$ cat config.mk
export PLATFORM = sky130hd
export DESIGN_NAME = btn_conditioner
export DESIGN_NICKNAME = d
export VERILOG_FILES = /design/src/rtl/btn_conditioner.sv
export SDC_FILE = /design/constraint.sdc
export NUM_CORES = 1
export LEC_CHECK = 0
export CORE_MARGIN = 3
export CORE_UTILIZATION = 66
export CTS_CLUSTER_DIAMETER = 40
export DETAILED_ROUTE_END_ITERATION = 16
export GPL_ROUTABILITY_DRIVEN = 0
export PLACE_DENSITY_LB_ADDON = 0.3
export RECOVER_POWER = 25
export SETUP_SLACK_MARGIN = 0.1
export SKIP_CTS_REPAIR_TIMING = 1
export SLEW_MARGIN = 30
export SYNTH_ARGS = -nofsm -noshare
export SYNTH_HDL_FRONTEND = slang
export SYNTH_SLANG_ARGS = --single-unit
$ cat constraint.sdc
create_clock -name Clk100M -period 3.5 [get_ports Clk100M]
set_input_delay 0.7 -clock Clk100M [delete_from_list [all_inputs] [get_ports Clk100M]]
set_output_delay 0.7 -clock Clk100M [all_outputs]
set_load 0.005 [all_outputs]
$ cat src/rtl/btn_conditioner.sv
// btn_conditioner: per-button synchroniser, debouncer and press-pulse generator in the Clk100M domain.
// Optional auto-repeat of the press pulse is compiled in when BTN_AUTOREPEAT_EN is defined.
module btn_conditioner #(
    parameter int NBTN            = 3,
    parameter int DEBOUNCE_CYCLES = 1000000,
    parameter int REPEAT_DELAY    = 50000000,
    parameter int REPEAT_PERIOD   = 10000000
) (
    input  logic            Clk100M,
    input  logic            reset,
    input  logic [NBTN-1:0] btnIn,
    output logic [NBTN-1:0] level,
    output logic [NBTN-1:0] blip
);
    localparam int CW = $clog2(DEBOUNCE_CYCLES + 1);
`ifdef BTN_AUTOREPEAT_EN
    typedef enum logic [1:0] {RELEASED, HELD, REPEATING} state_t;
`else
    typedef enum logic [1:0] {RELEASED, HELD} state_t;
`endif
    genvar g;
    for (g = 0; g < NBTN; g++) begin : g_ch
        logic          s1_q, s2_q, level_q, blip_q;
        logic [CW-1:0] cnt_q, cnt_d;
        logic          hit, rise, fall;
        state_t        state_q;
`ifdef BTN_AUTOREPEAT_EN
        logic [31:0]   rpt_q, rpt_d;
        logic          rpt_hit;
`endif
        // two-flop synchroniser for the raw pin
        always_ff @(posedge Clk100M or posedge reset) begin
            if (reset) begin
                s1_q <= 1'b0;
                s2_q <= 1'b0;
            end else begin
                s1_q <= btnIn[g];
                s2_q <= s1_q;
            end
        end
        // count consecutive disagreeing cycles; the last one flips the level
        always_comb begin
            hit   = (s2_q != level_q) && (cnt_q == CW'(DEBOUNCE_CYCLES - 1));
            cnt_d = (s2_q == level_q || hit) ? '0 : cnt_q + 1'b1;
            rise  = hit && !level_q;
            fall  = hit && level_q;
`ifdef BTN_AUTOREPEAT_EN
            rpt_hit = (state_q == HELD) ? (rpt_q == 32'(REPEAT_DELAY - 1)) : (rpt_q == 32'(REPEAT_PERIOD - 1));
            rpt_d   = (state_q == RELEASED || fall || rpt_hit) ? 32'd0 : rpt_q + 32'd1;
`endif
        end
        // debounce counter and accepted level
        always_ff @(posedge Clk100M or posedge reset) begin
            if (reset) begin
                cnt_q   <= '0;
                level_q <= 1'b0;
            end else begin
                cnt_q   <= cnt_d;
                level_q <= level_q ^ hit;
            end
        end
        // press state machine; release beats a coincident repeat expiry
        always_ff @(posedge Clk100M or posedge reset) begin
            if (reset) begin
                state_q <= RELEASED;
                blip_q  <= 1'b0;
`ifdef BTN_AUTOREPEAT_EN
                rpt_q   <= 32'd0;
`endif
            end else begin
                blip_q <= 1'b0;
`ifdef BTN_AUTOREPEAT_EN
                rpt_q  <= rpt_d;
`endif
                case (state_q)
                    RELEASED: if (rise) begin
                        state_q <= HELD;
                        blip_q  <= 1'b1;
                    end
`ifdef BTN_AUTOREPEAT_EN
                    HELD: if (fall) state_q <= RELEASED;
                    else if (rpt_hit) begin
                        state_q <= REPEATING;
                        blip_q  <= 1'b1;
                    end
                    REPEATING: if (fall) state_q <= RELEASED;
                    else if (rpt_hit) blip_q <= 1'b1;
`else
                    HELD: if (fall) state_q <= RELEASED;
`endif
                    default: state_q <= RELEASED;
                endcase
            end
        end
        assign level[g] = level_q;
        assign blip[g]  = blip_q;
    end
endmodule
### Word level (Yosys, flattened, before mapping)

Index checks and enable logic that the tools add are counted.

* $add $sub $neg: 3
* eq/ne operators: 18
* multiplexer cells: 18
* bitwise operators: 3
* reduce and logical (&&, ||, !) cells: 21

Operators with widths (count)
* $add A20 B1 Y20 const B: 3
* $eq A20 B20 Y1 const B: 3
* $mux W20: 3
* $mux W2: 6
* $ne A2 B2 Y1 const B: 6
* $pmux W2 S2: 3
* $logic_and A1 B1 Y1: 9
* $eq A2 B1 Y1 const B: 3
* $logic_not A2 Y1: 3
* $mux W1: 6
* $reduce_and A2 Y1: 3
* $eq A1 B1 Y1: 3
* $logic_not A1 Y1: 3
* $logic_or A1 B1 Y1: 3
* $ne A1 B1 Y1: 3
* $xor A1 B1 Y1: 3

* register bits: 78
* input port bits: 5
* word-level logic and storage cells: 81

### Logic depth before layout (Yosys ltp)

* depth in word-level cells: 5
* gate-level depth with buffers: 6

### Least setup slack after synthesis

Ideal clock, no wire load.

* path kind: register to register
* start point: reg g_ch[2].cnt_q[11]
* end point: reg with a tool-made name
* arrival: 1.588 ns
* required time: 3.372 ns
* path slack: 1.785 ns
* stages on the path, launching flop included: 5
* buffers on the path: 0
* period minus slack after synthesis: 1.715 ns
* cell sequence: dfrtp_1 -> nor4_1 -> nand4_1 -> or3_1 -> mux2_1

RTL lines
* start, declared: RTL line 24 `logic [CW-1:0] cnt_q, cnt_d;`
* start signal, assigned: RTL line 58 `cnt_q <= cnt_d;`

==> metrics.log <==
[metrics] standby leakage power: 1.64 nW
[metrics] fill cell instance count of the final layout: 355
[metrics] number of CTS-inserted buffers: 9
[metrics] total detailed-routing wirelength: 6.83 mm
[metrics] number of endpoints failing setup at the final stage: 0
[metrics] Slew HR: -32.6%
[metrics] number of levels in the clock H-tree: 3
[metrics] nature of the critical path endpoint: asynchronous set/reset pin
[metrics] worst slack after detailed placement: ~1.5 ns
[metrics] number of standard cells in the layout, taps in and fillers out: 440
[metrics] Via density: 6.12
[metrics] share of layout cells above drive strength 1: 8.38%
[metrics] Max Freq: roughly 450 MHz
[metrics] result of the run: finished with violations
[metrics] total inserted antenna cells: 0
[metrics] post-DP HPWL: 4.59 mm
[metrics] vias after detailed routing: 2691
[metrics] post-detailed-route wirelength per cell: 15.5 um
[metrics] clock tree buffer depth: 2
[metrics] TritonCTS clock tree: yes
[metrics] number of max-cap violations: 1
[metrics] number of detailed-routing iterations run before antenna repair: 4
[metrics] Yosys cell types: 45
[metrics] via count of the first global-routing pass: 2599
[metrics] Pwr Total: between 1.5 and 2 mW
[metrics] master of the slowest instance on the critical path: clkinvlp_2
[metrics] Async SR Flop Fraction: 100%
[metrics] number of sinks on the clock net: 75
[metrics] synthesized area per cell: roughly 10 sq um
[metrics] post-synth net total: 360
[metrics] data required time at the worst endpoint: 4.04 ns
[metrics] unrepaired setup endpoints after global routing: false
[metrics] sequence of cells on the critical path: dlygate4sd3_1 > clkinvlp_2 > buf_4
[metrics] Final nets: 373
[metrics] instance count after placement with tap cells included: roughly 420
[metrics] Worst Path Buf+Inv: 3
[metrics] width of the die: 80.2 um
[metrics] final hold violation count: 0
[metrics] element type at the critical path start: primary input
[metrics] main area contributors after synthesis: dfrtp_1, xnor2_1, nor2_1, xor2_1, nand3_1
[metrics] initial core utilization: between 60% and 70%
[metrics] number of logic stages on the critical path including buffering: 3
[metrics] max-slew violations: 45
[metrics] setup skew after layout: 0.0100 ns
[metrics] Worst Max-Slew Pin Slew: between 1.5 and 2 ns
[metrics] violations in the final reports: max-capacitance violations, max-slew violations
[metrics] CP Max Fanout: 45
[metrics] cell area after synthesis: 3630 sq um
[metrics] I/O pin count: 11
[metrics] area fraction of the dominant cell type after synthesis: 51.6%
[metrics] clock-pin slew on the worst setup and hold paths: around 0.08 ns
[metrics] signed area change from the synthesized netlist to the final layout: 10.2%
[metrics] hold path cells: 0
[metrics] Crit path max-delay family: buffers and inverters
[metrics] initial antenna violation count: 0
[metrics] placeable core region: 5200 sq um
[metrics] fin crit share: 63.7%
[metrics] Largest stage delay, worst path: 1.14 ns
[metrics] number of flops mapped to enable cells by yosys: 0
[metrics] overall routing resource usage: between 20% and 30%
[metrics] accumulated negative setup slack: 0 ns
[metrics] worst-case setup margin in the final layout: 1.27 ns
[metrics] power density over the cells: between 400 and 500 nW/um^2
[metrics] final standard cell utilization of the core: 77.0%
[metrics] time the worst path needs with I/O delays and setup: 2.23 ns
[metrics] Die Y-Extent: 80.2 um
[metrics] number of design rule violations left after detail routing: 0
[metrics] Yosys reg bits: 75
[metrics] Die Footprint: 6430 sq um
[metrics] Post-synth top flop: dfrtp_1
[metrics] std cell rows: 26
[metrics] wire length of the first global-routing pass: 11.6 mm
[metrics] crit path kind: in -> async
[metrics] cell accounting for the most synthesized area: dfrtp_1
[metrics] detailed router's first-iteration violation count: approximately 180
[metrics] GRT Residual Overflow: 0
[metrics] HP Class: reg -> reg
[metrics] pin count of the biggest net entering global routing: 46
[metrics] Post-Syn Instances: around 350
[metrics] WP data arrival: 2.77 ns
[metrics] clock latency on the worst-skew pair: 0.34 ns
[metrics] root buffer cell: clkbuf_8
[metrics] count of nets left with antenna violations after detail routing: 0
[metrics] count of yosys warnings during synthesis: 0
[metrics] share of the yosys chip area belonging to registers: between 50% and 60%
[metrics] R2R depth: 4
[metrics] PortBufs: 10
[metrics] peak supply drop: 0.319 mV
[per-layer routing]
| layer | GRT usage, % | part of all wire (%) | up-vias |
|---|---|---|---|
| met5 | 0 | 0 | - |
| met4 | 10.8 | 2.0 | 0 |
| met3 | 3.81 | 3.0 | 17 |
| met2 | 38.1 | 49 | 59 |
| met1 | 30.2 | 46 | 1327 |
| li1 | - | - | 1288 |
[cells in the mapped netlist, types with 2 or more instances]
| cell | n |
|---|---|
| xor2_1 | 17 |
| o41ai_1 | 2 |
| o21ai_0 | 6 |
| and4_1 | 2 |
| buf_2 | 4 |
| a21oi_1 | 13 |
| nor4b_1 | 3 |
| inv_1 | 11 |
| or4_1 | 6 |
| nor2_1 | 47 |
| o31ai_1 | 7 |
| buf_4 | 6 |
| and3_1 | 14 |
| nor4_1 | 12 |
| nand2_1 | 14 |
| a2bb2oi_1 | 2 |
| a21o_1 | 2 |
| ha_1 | 3 |
| nor3_1 | 10 |
| nand4_1 | 13 |
| or2_1 | 2 |
| o31ai_4 | 2 |
| nand3_1 | 25 |
| dfrtp_1 | 75 |
| or3_1 | 10 |
| xnor2_1 | 25 |
[cells by family (layout without fill, tap and decap cells)]
logic type,Yosys count,in the layout,share of synthesized area (%)
buf+inv,22,40,3.03
xor+xnor,42,42,10.1
compound gates,41,41,8.30
fa+ha+maj,3,3,1.03
simple gates,167,167,25.3
flops,75,75,51.6
mux,2,2,0.585
[sequential cells by signal, indices dropped and copies added (netlist names), named ones only]
name / flops
g_ch.s2_q: 3
g_ch.blip_q: 3
g_ch.cnt_q: 60
g_ch.state_q: 3
g_ch.s1_q: 3
[power by group]
| group | internal, mW | total [mW] | switching (mW) |
|---|---|---|---|
| registers | 0.878 | 0.891 | 0.0137 |
| logic | 0.0184 | 0.0552 | 0.0368 |
| clock network | 0.399 | 0.722 | 0.323 |
[stage by stage]
stage	hold slack (ns)	area (sq um)
floorplan	0.331	3630
global placement	0.333	3790
detailed placement	0.339	3790
CTS	0.356	4010
global route	0.361	4010
finish	0.353	4010
[cell usage in the layout, fill, tap and decap left out, types with 2 or more instances in the layout]
| cell | n |
|---|---|
| xnor2_1 | 25 |
| nor4b_1 | 3 |
| or4_1 | 6 |
| clkbuf_8 | 9 |
| nand3_1 | 25 |
| dfrtp_1 | 75 |
| bufinv_16 | 2 |
| o41ai_1 | 2 |
| o31ai_4 | 2 |
| nor4_1 | 12 |
| buf_4 | 2 |
| xor2_1 | 17 |
| nor2_1 | 47 |
| clkinv_2 | 2 |
| a2bb2oi_1 | 2 |
| or3_1 | 10 |
| clkinvlp_4 | 3 |
| ha_1 | 3 |
| clkdlybuf4s50_1 | 6 |
| nor3_1 | 10 |
| or2_1 | 2 |
| and3_1 | 14 |
| nand2_1 | 14 |
| nand4_1 | 13 |
| dlygate4sd3_1 | 4 |
| a21o_1 | 2 |
| a21oi_1 | 13 |
| o21ai_0 | 6 |
| and4_1 | 2 |
| inv_1 | 10 |
| o31ai_1 | 7 |
[final cells by class]
cell class	count	area (sq um)	area share (%)
Clock buffer	9	124	3.09
Clock inverter	7	92.6	2.31
Inverter	11	42.5	1.06
Multi-Input combinational cell	255	1650	41.1
Sequential cell	75	1880	46.8
Tap cell	70	87.6	2.19
Timing Repair Buffer	13	135	3.37
[final timing paths]
path	from	to	slack [ns]
max reg2reg	g_ch[1].cnt_q[0]	g_ch[1].cnt_q[7]	1.41
max in group Clk100M	g_ch[1].cnt_q[0]	g_ch[1].cnt_q[7]	1.41
max	reset	g_ch[1].cnt_q[14]	1.27
min reg2reg	g_ch[1].s1_q	g_ch[1].s2_q	0.35
min	g_ch[1].s1_q	g_ch[1].s2_q	0.35
min in group asynchronous	reset	g_ch[2].cnt_q[17]	1.31
Note: power is estimated with default switching activity, not from simulation.
==> edit: new RTL, config.mk and constraints unchanged <==
Add a define of `BTN_AUTOREPEAT_EN`.
--- a/src/rtl/btn_conditioner.sv
+++ b/src/rtl/btn_conditioner.sv
@@ -1,4 +1,6 @@
 // btn_conditioner: per-button synchroniser, debouncer and press-pulse generator in the Clk100M domain.
 // Optional auto-repeat of the press pulse is compiled in when BTN_AUTOREPEAT_EN is defined.
+`define BTN_AUTOREPEAT_EN
+
 module btn_conditioner #(
     parameter int NBTN            = 3,
Check against the original RTL: no difference found for any inputs over 10 cycles, from zero or initial values and one cycle with reset high; that may be too few to reach the edited logic, so the function may still have changed.
==> edit against the unedited design <==
Worst setup slack got worse by 0.41 ns. Area after synthesis increased by 150%. Register-to-register slack worse by 0.55 ns. Synthesized cell count grew to 2.7 times the old value. Maximum frequency shrank 16%. Routed wire length grew to 2.5 times the old value. Sequential cell count up 99. Critical path type unchanged. Design area is 150% higher. Die area is 130% higher. Total power rose by 140%. Critical path depth unchanged.
==> edit: results (changes against the unedited design) <==
- 17 — clock buffer count from CTS, was 9
- 29600 microns — global-route wire length before repair, was 11600 microns
- 24.5% — GRT Overall Usage, was 23.2%
- clkbuf_2 — critical-path cell with the highest stage delay, was clkinvlp_2
- dfrtp_1 — flip-flop cell with the highest count after synthesis, unchanged
- 17200 microns — aggregate routed wire length, was 6830 microns
- clkbuf_16 — library cell used as clock root buffer, was clkbuf_8
- 100% — Synth async-reset ratio, unchanged
- 10 — count of port buffers added during placement, unchanged
- 67 — pin count of the biggest net entering global routing, was 46
- 6771 — total number of vias, was 2691
- 47 — worst-path maximum fanout, was 45
- 4 — number of levels the H-tree was split into, was 3
- 3.02 ns — data arrival time of the worst path, was 2.77 ns
- nor2_1 (184), dfrtp_1 (174), xor2_1 (86) — list of most frequent post-synthesis cells, was dfrtp_1 (75), nor2_1 (47), nand3_1 (25), xnor2_1 (25), xor2_1 (17)
- dfrtp_1 (48%), xor2_1 (8.4%), nor2_1 (7.7%) — largest cells by area after synthesis, was dfrtp_1 (52%), xnor2_1 (6.0%), nor2_1 (4.9%)
- 6.05% — layout cells sized above 1, was 8.38%
- complete, no violations — run status, was finished, violations left
- 968 — fin nets, was 373
- 4.47% — met3 track demand over resource, was 3.81%
- 0 — antenna violations before repair, unchanged
- 6387 — via count of the first global-routing pass, was 2599
- 0 — synth warn, unchanged
- 3.97 nW — Pleak, was 1.64 nW
- 11200 microns — half-perimeter wire length of the detailed placement result, was 4590 microns
- 0.356 ns — Min Hold Slack, was 0.353 ns
- 2 — Max Buffers Root-to-Sink, unchanged
- 57 — number of distinct standard cells referenced by the synthesized netlist, was 45
- 0.000381 V — peak supply drop, was 0.000319 V
- 0 — cell count of the worst hold path, unchanged
- g_ch[1].s2_q — Hold Path Sink, unchanged
- 0.07 ns — clock edge transition at the registers on the reported setup and hold paths
- 34.5% — met1 layer usage reported by global route, was 30.2%
- 579 — initial drt markers, was 182
- g_ch[1].rpt_q[13] — r2r endpoint, was g_ch[1].cnt_q[7]
- 0.43 ns — worst-skew pair later-pin latency, was 0.34 ns
- 958 — post-synthesis net count, was 360
- 0 — total inserted antenna cells, unchanged
- 48.5% — proportion of synthesized chip area in sequential cells, was 51.6%
- g_ch.rpt_q x96, g_ch.cnt_q x60, g_ch.state_q x6 — biggest registers after layout
- 38.7% — GRT met2 Usage, was 38.1%
- 904 — filler cell count, was 355
- 0.894 ns — setup slack after placement, was 1.48 ns
- g_ch[1].cnt_q[6] — worst reg2reg startpoint, was g_ch[1].cnt_q[0]
- 5 — path depth of the worst reg2reg path, was 4
- 1.28 ns — Least-Margin Pin Slew, was 1.98 ns
- flip-flop to flip-flop — Hold Path Class, unchanged
- 5 — Pre-Repair DR Iteration Count, was 4
- 0.86 ns — Reg2Reg Setup Slack, was 1.41 ns
- 0.00896 ns — Worst Skew, was 0.0100 ns
- 0.99 ns — largest stage delay on the critical path, was 1.14 ns
edit: final cells by class:
class,instances,area share [%]
Tap cell,172,2.19
Clock buffer,17,4.33
Sequential cell,174,44.3
Timing Repair Buffer,18,1.73
Inverter,27,1.04
Multi-Input combinational cell,707,44.8
Clock inverter,15,1.52
edit: metrics by stage:
stage | power, mW | area, sq um | util, % | cells
2_1_floorplan | 2.12 | 8990 | - | 935
6_report | 3.97 | 9820 | 75.7 | 1130
4_1_cts | 4.00 | 9820 | 75.6 | 1130
5_1_grt | 4.09 | 9820 | 75.7 | 1130
3_3_place_gp | 2.15 | 9240 | 71.2 | 1098
3_5_place_dp | 2.15 | 9240 | 71.2 | 1098
edit: worst max-delay path, delay by kind of cell:
kind                   cells  cell delay (ns)
buffers and inverters      3             2.29
edit: how the worst max path moves through the flow:
stage                              to              from  slack [ns]
global placement    g_ch[1].rpt_q[16]  g_ch[1].cnt_q[6]        0.99
floorplan                   async pin             reset        0.58
finish                   g_ch[0].s2_q             reset        0.86
CTS                 g_ch[1].rpt_q[13]  g_ch[1].cnt_q[6]        0.88
global route        g_ch[0].cnt_q[17]             reset        0.44
detailed placement  g_ch[1].rpt_q[19]  g_ch[1].cnt_q[6]        0.89
edit: power breakdown:
part	internal [mW]	switching [mW]	total (mW)
sequential	2.02	0.0120	2.03
combinational	0.0180	0.0607	0.0787
clock	1.00	0.850	1.85
edit: per-layer routing:
metal / vias up / routed length, microns
met2: 152 / 8260
li1: 3272 / -
met3: 26 / 655
met1: 3321 / 8000
met4: 0 / 280
met5: - / 0
edit: kinds of logic (layout without fill, tap and decap cells):
family / after synthesis / count (layout) / synth area share, %
and+or+nand+nor: 504 / 504 / 29.0
DFF: 174 / 174 / 48.5
xor gates and xnor gates: 139 / 139 / 13.5
buffers and inverters: 54 / 77 / 2.77
AOI/OAI and AO/OA: 44 / 44 / 3.48
adders and majority gates: 18 / 18 / 2.51
muxes: 2 / 2 / 0.251
